**config.mk**
```make
export PLATFORM = sky130hd
export DESIGN_NAME = psr_flag_unit
export DESIGN_NICKNAME = d
export VERILOG_FILES = /design/src/rtl/psr_flag_unit.sv
export SDC_FILE = /design/constraint.sdc
export NUM_CORES = 1
export LEC_CHECK = 0
export ABC_AREA = 1
export CORE_UTILIZATION = 54
export CTS_BUF_LIST = sky130_fd_sc_hd__clkbuf_8
export DETAILED_ROUTE_END_ITERATION = 7
export PLACE_DENSITY = 0.86
export SLEW_MARGIN = 20
export SYNTH_ARGS = -nofsm -noshare
export SYNTH_HDL_FRONTEND = slang
export SYNTH_SLANG_ARGS = --single-unit
```
**constraint.sdc**
```tcl
create_clock -name clk -period 2.74 [get_ports clk]
set_input_delay 0.822 -clock clk [delete_from_list [all_inputs] [get_ports clk]]
set_output_delay 0.822 -clock clk [all_outputs]
set_load 0.05 [all_outputs]
```
**src/rtl/psr_flag_unit.sv**
```systemverilog
// psr_flag_unit: program status register with masked flag writes, condition decode
// and a saturating LIFO shadow stack for interrupt save/restore.
module psr_flag_unit #(
    parameter int FLAGBITS = 5,
    parameter int CONDBITS = 4,
    parameter int DEPTH    = 4
) (
    input  logic                    clk,
    input  logic                    reset,
    input  logic                    en,
    input  logic [FLAGBITS-1:0]     psr_in,
    input  logic [FLAGBITS-1:0]     flag_we,
    input  logic [CONDBITS-1:0]     cond,
    input  logic                    save,
    input  logic                    restore,
    output logic [FLAGBITS-1:0]     psr_out,
    output logic                    cond_true,
    output logic [$clog2(DEPTH):0]  stk_count,
    output logic                    stk_err
);
    localparam int AW = $clog2(DEPTH);
    localparam int CW = AW + 1;
    localparam logic [CW-1:0] FULL = CW'(DEPTH);

    logic [FLAGBITS-1:0] stk [DEPTH];
    logic [FLAGBITS-1:0] psr_q;
    logic [CW-1:0]       cnt;
    logic [AW-1:0]       top;
    logic                c, l, f, z, n;
    logic [15:0]         cond_tbl;

    assign top = AW'(cnt - 1'b1);
    assign {c, l, f, z, n} = psr_q[4:0];
    // Bit k of the table is the outcome of condition code k.
    assign cond_tbl = {1'b0, 1'b1, n | z, ~n & ~z, l | z, ~l & ~z, ~f, f,
                       ~n, n, ~l, l, ~c, c, ~z, z};
    assign cond_true = cond_tbl[cond];
    assign psr_out   = psr_q;
    assign stk_count = cnt;

    always_ff @(posedge clk) begin
        if (reset) begin
            psr_q   <= '0;
            cnt     <= '0;
            stk_err <= 1'b0;
        end else if (en) begin
            if (restore && cnt != '0) begin
                psr_q <= stk[top];
                if (save) stk[top] <= psr_q;
                else cnt <= cnt - 1'b1;
            end else begin
                psr_q <= (psr_q & ~flag_we) | (psr_in & flag_we);
                if (restore || (save && cnt == FULL)) stk_err <= 1'b1;
                else if (save) begin
                    stk[cnt[AW-1:0]] <= psr_q;
                    cnt <= cnt + 1'b1;
                end
            end
        end
    end
endmodule
```
After elaboration in Yosys (flattened, before gate mapping)
Memory sizes are Yosys's and may differ from the RTL's.
Cells that the tools add are included.
W data, S select, Z words.
{"block": "totals", "ram_bits": 20, "latchBits": 0, "register_bits": 9, "output_inout_bits": 10, "inputBits": 19, "elab_cells": 52, "n_memories": 1, "rom_bits": 0}
{"name": "stk", "depth": 4, "width": 5, "rd": 1, "rd_clocked_by_memory_dff": 0, "write_ports": 1, "line_no": "25", "source": "logic [FLAGBITS-1:0] stk [DEPTH];"}
{"block": "op_classes", "n_eq_ne": 3, "order_cmp": 1, "multipliers": 0, "div": 0, "n_shift": 0, "n_addsub": 2, "n_bitwise": 14, "n_mux": 20, "reduce_logical": 8}
{"cell": "$mux W1", "n": 12}
{"cell": "$mux W3", "n": 4}
{"cell": "$and A5 B5 Y5", "n": 2}
{"cell": "$mux W5", "n": 2}
{"cell": "$not A1 Y1", "n": 6}
{"cell": "$lt A4 B5 Y1 const B", "n": 1}
{"cell": "$not A5 Y5", "n": 1}
{"cell": "$or A5 B5 Y5", "n": 1}
{"cell": "$reduce_or A5 Y1", "n": 1}
{"cell": "$bmux W1 S4", "n": 1}
{"cell": "$ne A2 B2 Y1 const B", "n": 2}
{"cell": "$reduce_and A4 Y1", "n": 1}
{"cell": "$add A3 B1 Y3 const B", "n": 1}
{"cell": "$eq A3 B3 Y1 const B", "n": 1}
{"cell": "$reduce_and A3 Y1", "n": 1}
{"cell": "$reduce_bool A3 Y1", "n": 1}
{"cell": "$sub A3 B1 Y3 const B", "n": 1}
{"cell": "$and A1 B1 Y1", "n": 2}
{"cell": "$logic_and A1 B1 Y1", "n": 2}
{"cell": "$mux W2", "n": 1}
{"cell": "$or A1 B1 Y1", "n": 2}
{"cell": "$reduce_bool A2 Y1", "n": 1}
{"cell": "$logic_or A1 B1 Y1", "n": 1}

Longest topological paths before layout
{"block": "depth", "word_depth": 10, "depth_mapped": 10, "mapped_depth_nobuf": 9}

Worst setup path before layout
No wires, ideal clock.
{"block": "synth_path", "kind": "input to output", "startpoint": "in cond[2]", "endpoint": "out cond_true", "arrival_time_ns": 1.595, "path_buffers": 0, "path_slack_ns": 0.323, "path_stages": 8, "t_required_ns": 1.918, "cell_sequence": "inv_1 -> nand2_1 -> o21a_1 -> nand2_1 -> nand2_1 -> nand2_1 -> nand2_1 -> inv_1"}
{"block": "synth_between", "elab_chain_cells": 2}
{"item": "start, declared", "line_no": "13", "source": "input logic [CONDBITS-1:0] cond,"}
{"item": "$bmux W1 S4", "line_no": "37", "source": "assign cond_true = cond_tbl[cond];"}
{"item": "$mux W1 (not written as such)", "line_no": "37"}
{"item": "end, declared", "line_no": "17", "source": "output logic cond_true,"}
No other way between the ends. The select of a mux whose other input is x is not followed.

Worst setup path after layout
{"block": "layout_path", "startpoint": "in cond[3]", "endpoint": "out cond_true"}
The elaborated chain is that of the path after synthesis.

==> results.py <==
metrics = {
    "grt": {
        "antenna_found_initial": 0,
        "grt.busiest_layer": "met2",
        "use_met2_pct": 39.4,
        "grtUsageMet1_pct": 27.5,
        "grtUsageMet3_pct": 4.42,
        "grt_first_pass_wirelength_um": 5400,
        "grt_pass1_vias": 1277,
        "track_usage_pct": 23.0,
        "grt_max_degree": 15,
        "grt_overflow_total": 0,
    },
    "routing": {
        "drt-vias-per-instance": 5.27,
        "vias": 1329,
        "totalWireLength_um": 3200,
        "ant_nets": 0,
        "route.detailed.wl_per_inst_um": 12.7,
        "drtIter0Drc": 54,
        "drcViolationCount": 0,
        "first_pass_iters": 4,
    },
    "die": {
        "die_h_um": 55.7,
        "core_um2": 2730,
        "dieArea_um2": 3100,
        "start_util_pct": 56.9,
        "die_w_um": 55.7,
        "io_pins": 29,
        "rows": 19,
    },
    "clocking": {
        "cts_tree": "done",
        "clockBufferDepth": 2,
        "post-cts-setup-buffers": 0,
        "clkSinkCount": 29,
        "root_buffer": "clkbuf_8",
        "cts_buffers": 5,
        "clkLatencyLatePin_ns": 0.28,
        "clk_pin_slew_worst_paths_ns": 0.06,
        "htree_levels": 2,
    },
    "logic_synthesis": {
        "yosys_warnings": 0,
        "syn_avg_cell_area_um2": 8.60,
        "postSynthCellCount": 181,
        "ys_types": 28,
        "ys_ff_latch": 29,
        "ys_seq_area_share_pct": 50.2,
        "syn-num-nets": 203,
        "synthesis.area_um2": 1560,
    },
    "timing": {
        "timing.final.crit_share_pct": 97.9,
        "fmax_mhz": 373,
        "tightestPinTransition_ns": 0.498,
        "fin_skew_ns": 0.00512,
        "hold_violations": 0,
        "maxSlewHeadroom_pct": 66.7,
        "grt_setup_unrepaired": "no",
        "period_minus_slack_ns": 2.68,
        "slew_violations": 0,
        "setup_viol": 0,
    },
    "cells_and_area": {
        "layout_common_cells": "44 x nand2_1, 27 x nor2_1, 25 x clkdlybuf4s50_1",
        "fin_area_um2": 2000,
        "drive_above_1_share_pct": 16.3,
        "final_common_cell": "nand2_1",
        "num_antenna_cells": 0,
        "multiInputGateArea_um2": 666,
        "finalNonFillerCells": 252,
        "area_growth_pct": 28.2,
        "seqCellArea_um2": 781,
        "nNetsFinal": 242,
        "fill_cells": 200,
    },
    "critical_path": {
        "worst_setup_path_end_kind": "output port",
        "start_kind": "input pin",
        "worstPathRequired_ns": 1.92,
        "criticalPathCategory": "in2out",
        "crit_path_max_fanout": 2,
        "cp.arrival_ns": 1.86,
    },
    "place": {
        "dpl.hpwl_um": 2370,
        "dp_cells": 244,
        "place_congestion": 0.821,
        "portBuffers": 28,
        "placed_area_um2": 1910,
    },
    "power": {
        "p_leak_nw": 0.847,
        "ir_worst_vdd_mv": 0.473,
        "p_total_mw": 1.09,
        "powerDensity_nw_per_um2": 545,
    },
    "min_path": {
        "hold_path_class": "reg2reg",
    },
    "job": {
        "maxCapViolCount": 0,
    },
    "status": {
        "status": "completed",
    },
}
## Yosys cell counts
library cell / n / area share (%)
o21ai_0: 11 / 3.5
o211ai_1: 3 / 1.4
buf_2: 1 / 0.32
dfxtp_1: 9 / 12
o21ai_1: 3 / 0.96
inv_4: 1 / 0.40
nand2_1: 44 / 11
a21oi_1: 9 / 2.9
nand3b_1: 1 / 0.48
or2_1: 1 / 0.40
nand2_2: 3 / 1.2
nand2_4: 2 / 1.4
or2_2: 3 / 1.2
o21a_1: 1 / 0.48
nand3_4: 1 / 1.1
xor2_1: 4 / 2.3
o21ai_2: 1 / 0.56
clkinv_4: 1 / 0.56
nor2_1: 27 / 6.5
nor2_4: 1 / 0.72
inv_2: 1 / 0.24
buf_6: 2 / 1.4
buf_4: 1 / 0.48
ha_1: 3 / 2.4
edfxtp_1: 20 / 39
a21oi_2: 3 / 1.7
inv_1: 16 / 3.9
nand3_1: 8 / 2.6
## logic make-up after synthesis
group | after synthesis | synth area share [%]
AND/OR/NAND/NOR | 91 | 26.3
AO/OA/AOI/OAI | 31 | 11.6
flip-flops | 29 | 50.2
buffers and inverters | 23 | 7.32
XOR/XNOR | 4 | 2.25
adder cells (fa/ha/maj) | 3 | 2.41
## final timing paths
path / slack [ns] / depth (start not counted) / startpoint / endpoint
worst max-delay path: 0.06 / 8 / cond[3] / cond_true
worst min-delay path: 0.47 / 2 / stk_err / stk_err
worst max register to register: 0.71 / 10 / stk_count[0] / stk[0][0]
worst min register to register: 0.47 / 2 / stk_err / stk_err
## critical path, stage by stage
cell             delay [ns]
clkdlybuf4s50_1        0.48
o21a_1                 0.12
nand2_1                0.07
nand2_1                0.06
nand2_1                0.05
nand2_1                0.07
inv_2                  0.05
buf_12                 0.14
## cell type report
| class | count | share of cell area (%) |
|---|---|---|
| Sequential cell | 29 | 39.1 |
| Multi-Input combinational cell | 129 | 33.4 |
| Inverter | 19 | 3.95 |
| Timing Repair Buffer | 36 | 17.5 |
| Tap cell | 31 | 1.94 |
| Clock buffer | 5 | 3.45 |
| Clock inverter | 3 | 0.690 |
## where the power goes
part | switching [mW] | total, mW | internal [mW]
Combinational | 0.157 | 0.260 | 0.103
Clock | 0.151 | 0.322 | 0.171
Sequential | 0.0192 | 0.506 | 0.487
Total | 0.327 | 1.09 | 0.761
## metrics by stage
| stage | hold slack [ns] | setup slack [ns] | util, % | TNS (ns) |
|---|---|---|---|---|
| floorplan | 0.549 | 0.323 | - | 0 |
| global placement | 0.435 | -0.0832 | 69.9 | -0.0832 |
| detailed placement | 0.463 | -0.177 | 69.9 | -0.177 |
| CTS | 0.476 | 0.0537 | 73.0 | 0 |
| global route | 0.495 | 0.00450 | 73.0 | 0 |
| finish | 0.472 | 0.0583 | 73.0 | 0 |
## metal layers
| metal | routed length [µm] | vias up |
|---|---|---|
| li1 | - | 666 |
| met1 | 1330 | 612 |
| met2 | 1640 | 38 |
| met3 | 140 | 13 |
| met4 | 92 | 0 |
| met5 | 0 | - |
## what timing repair did
item	CTS	global route
hold buffers	0	0
resized for setup	5	1
setup endpoints to repair	1	1
pin swaps	1	0
No activity file was read; power rests on OpenSTA's default activity.
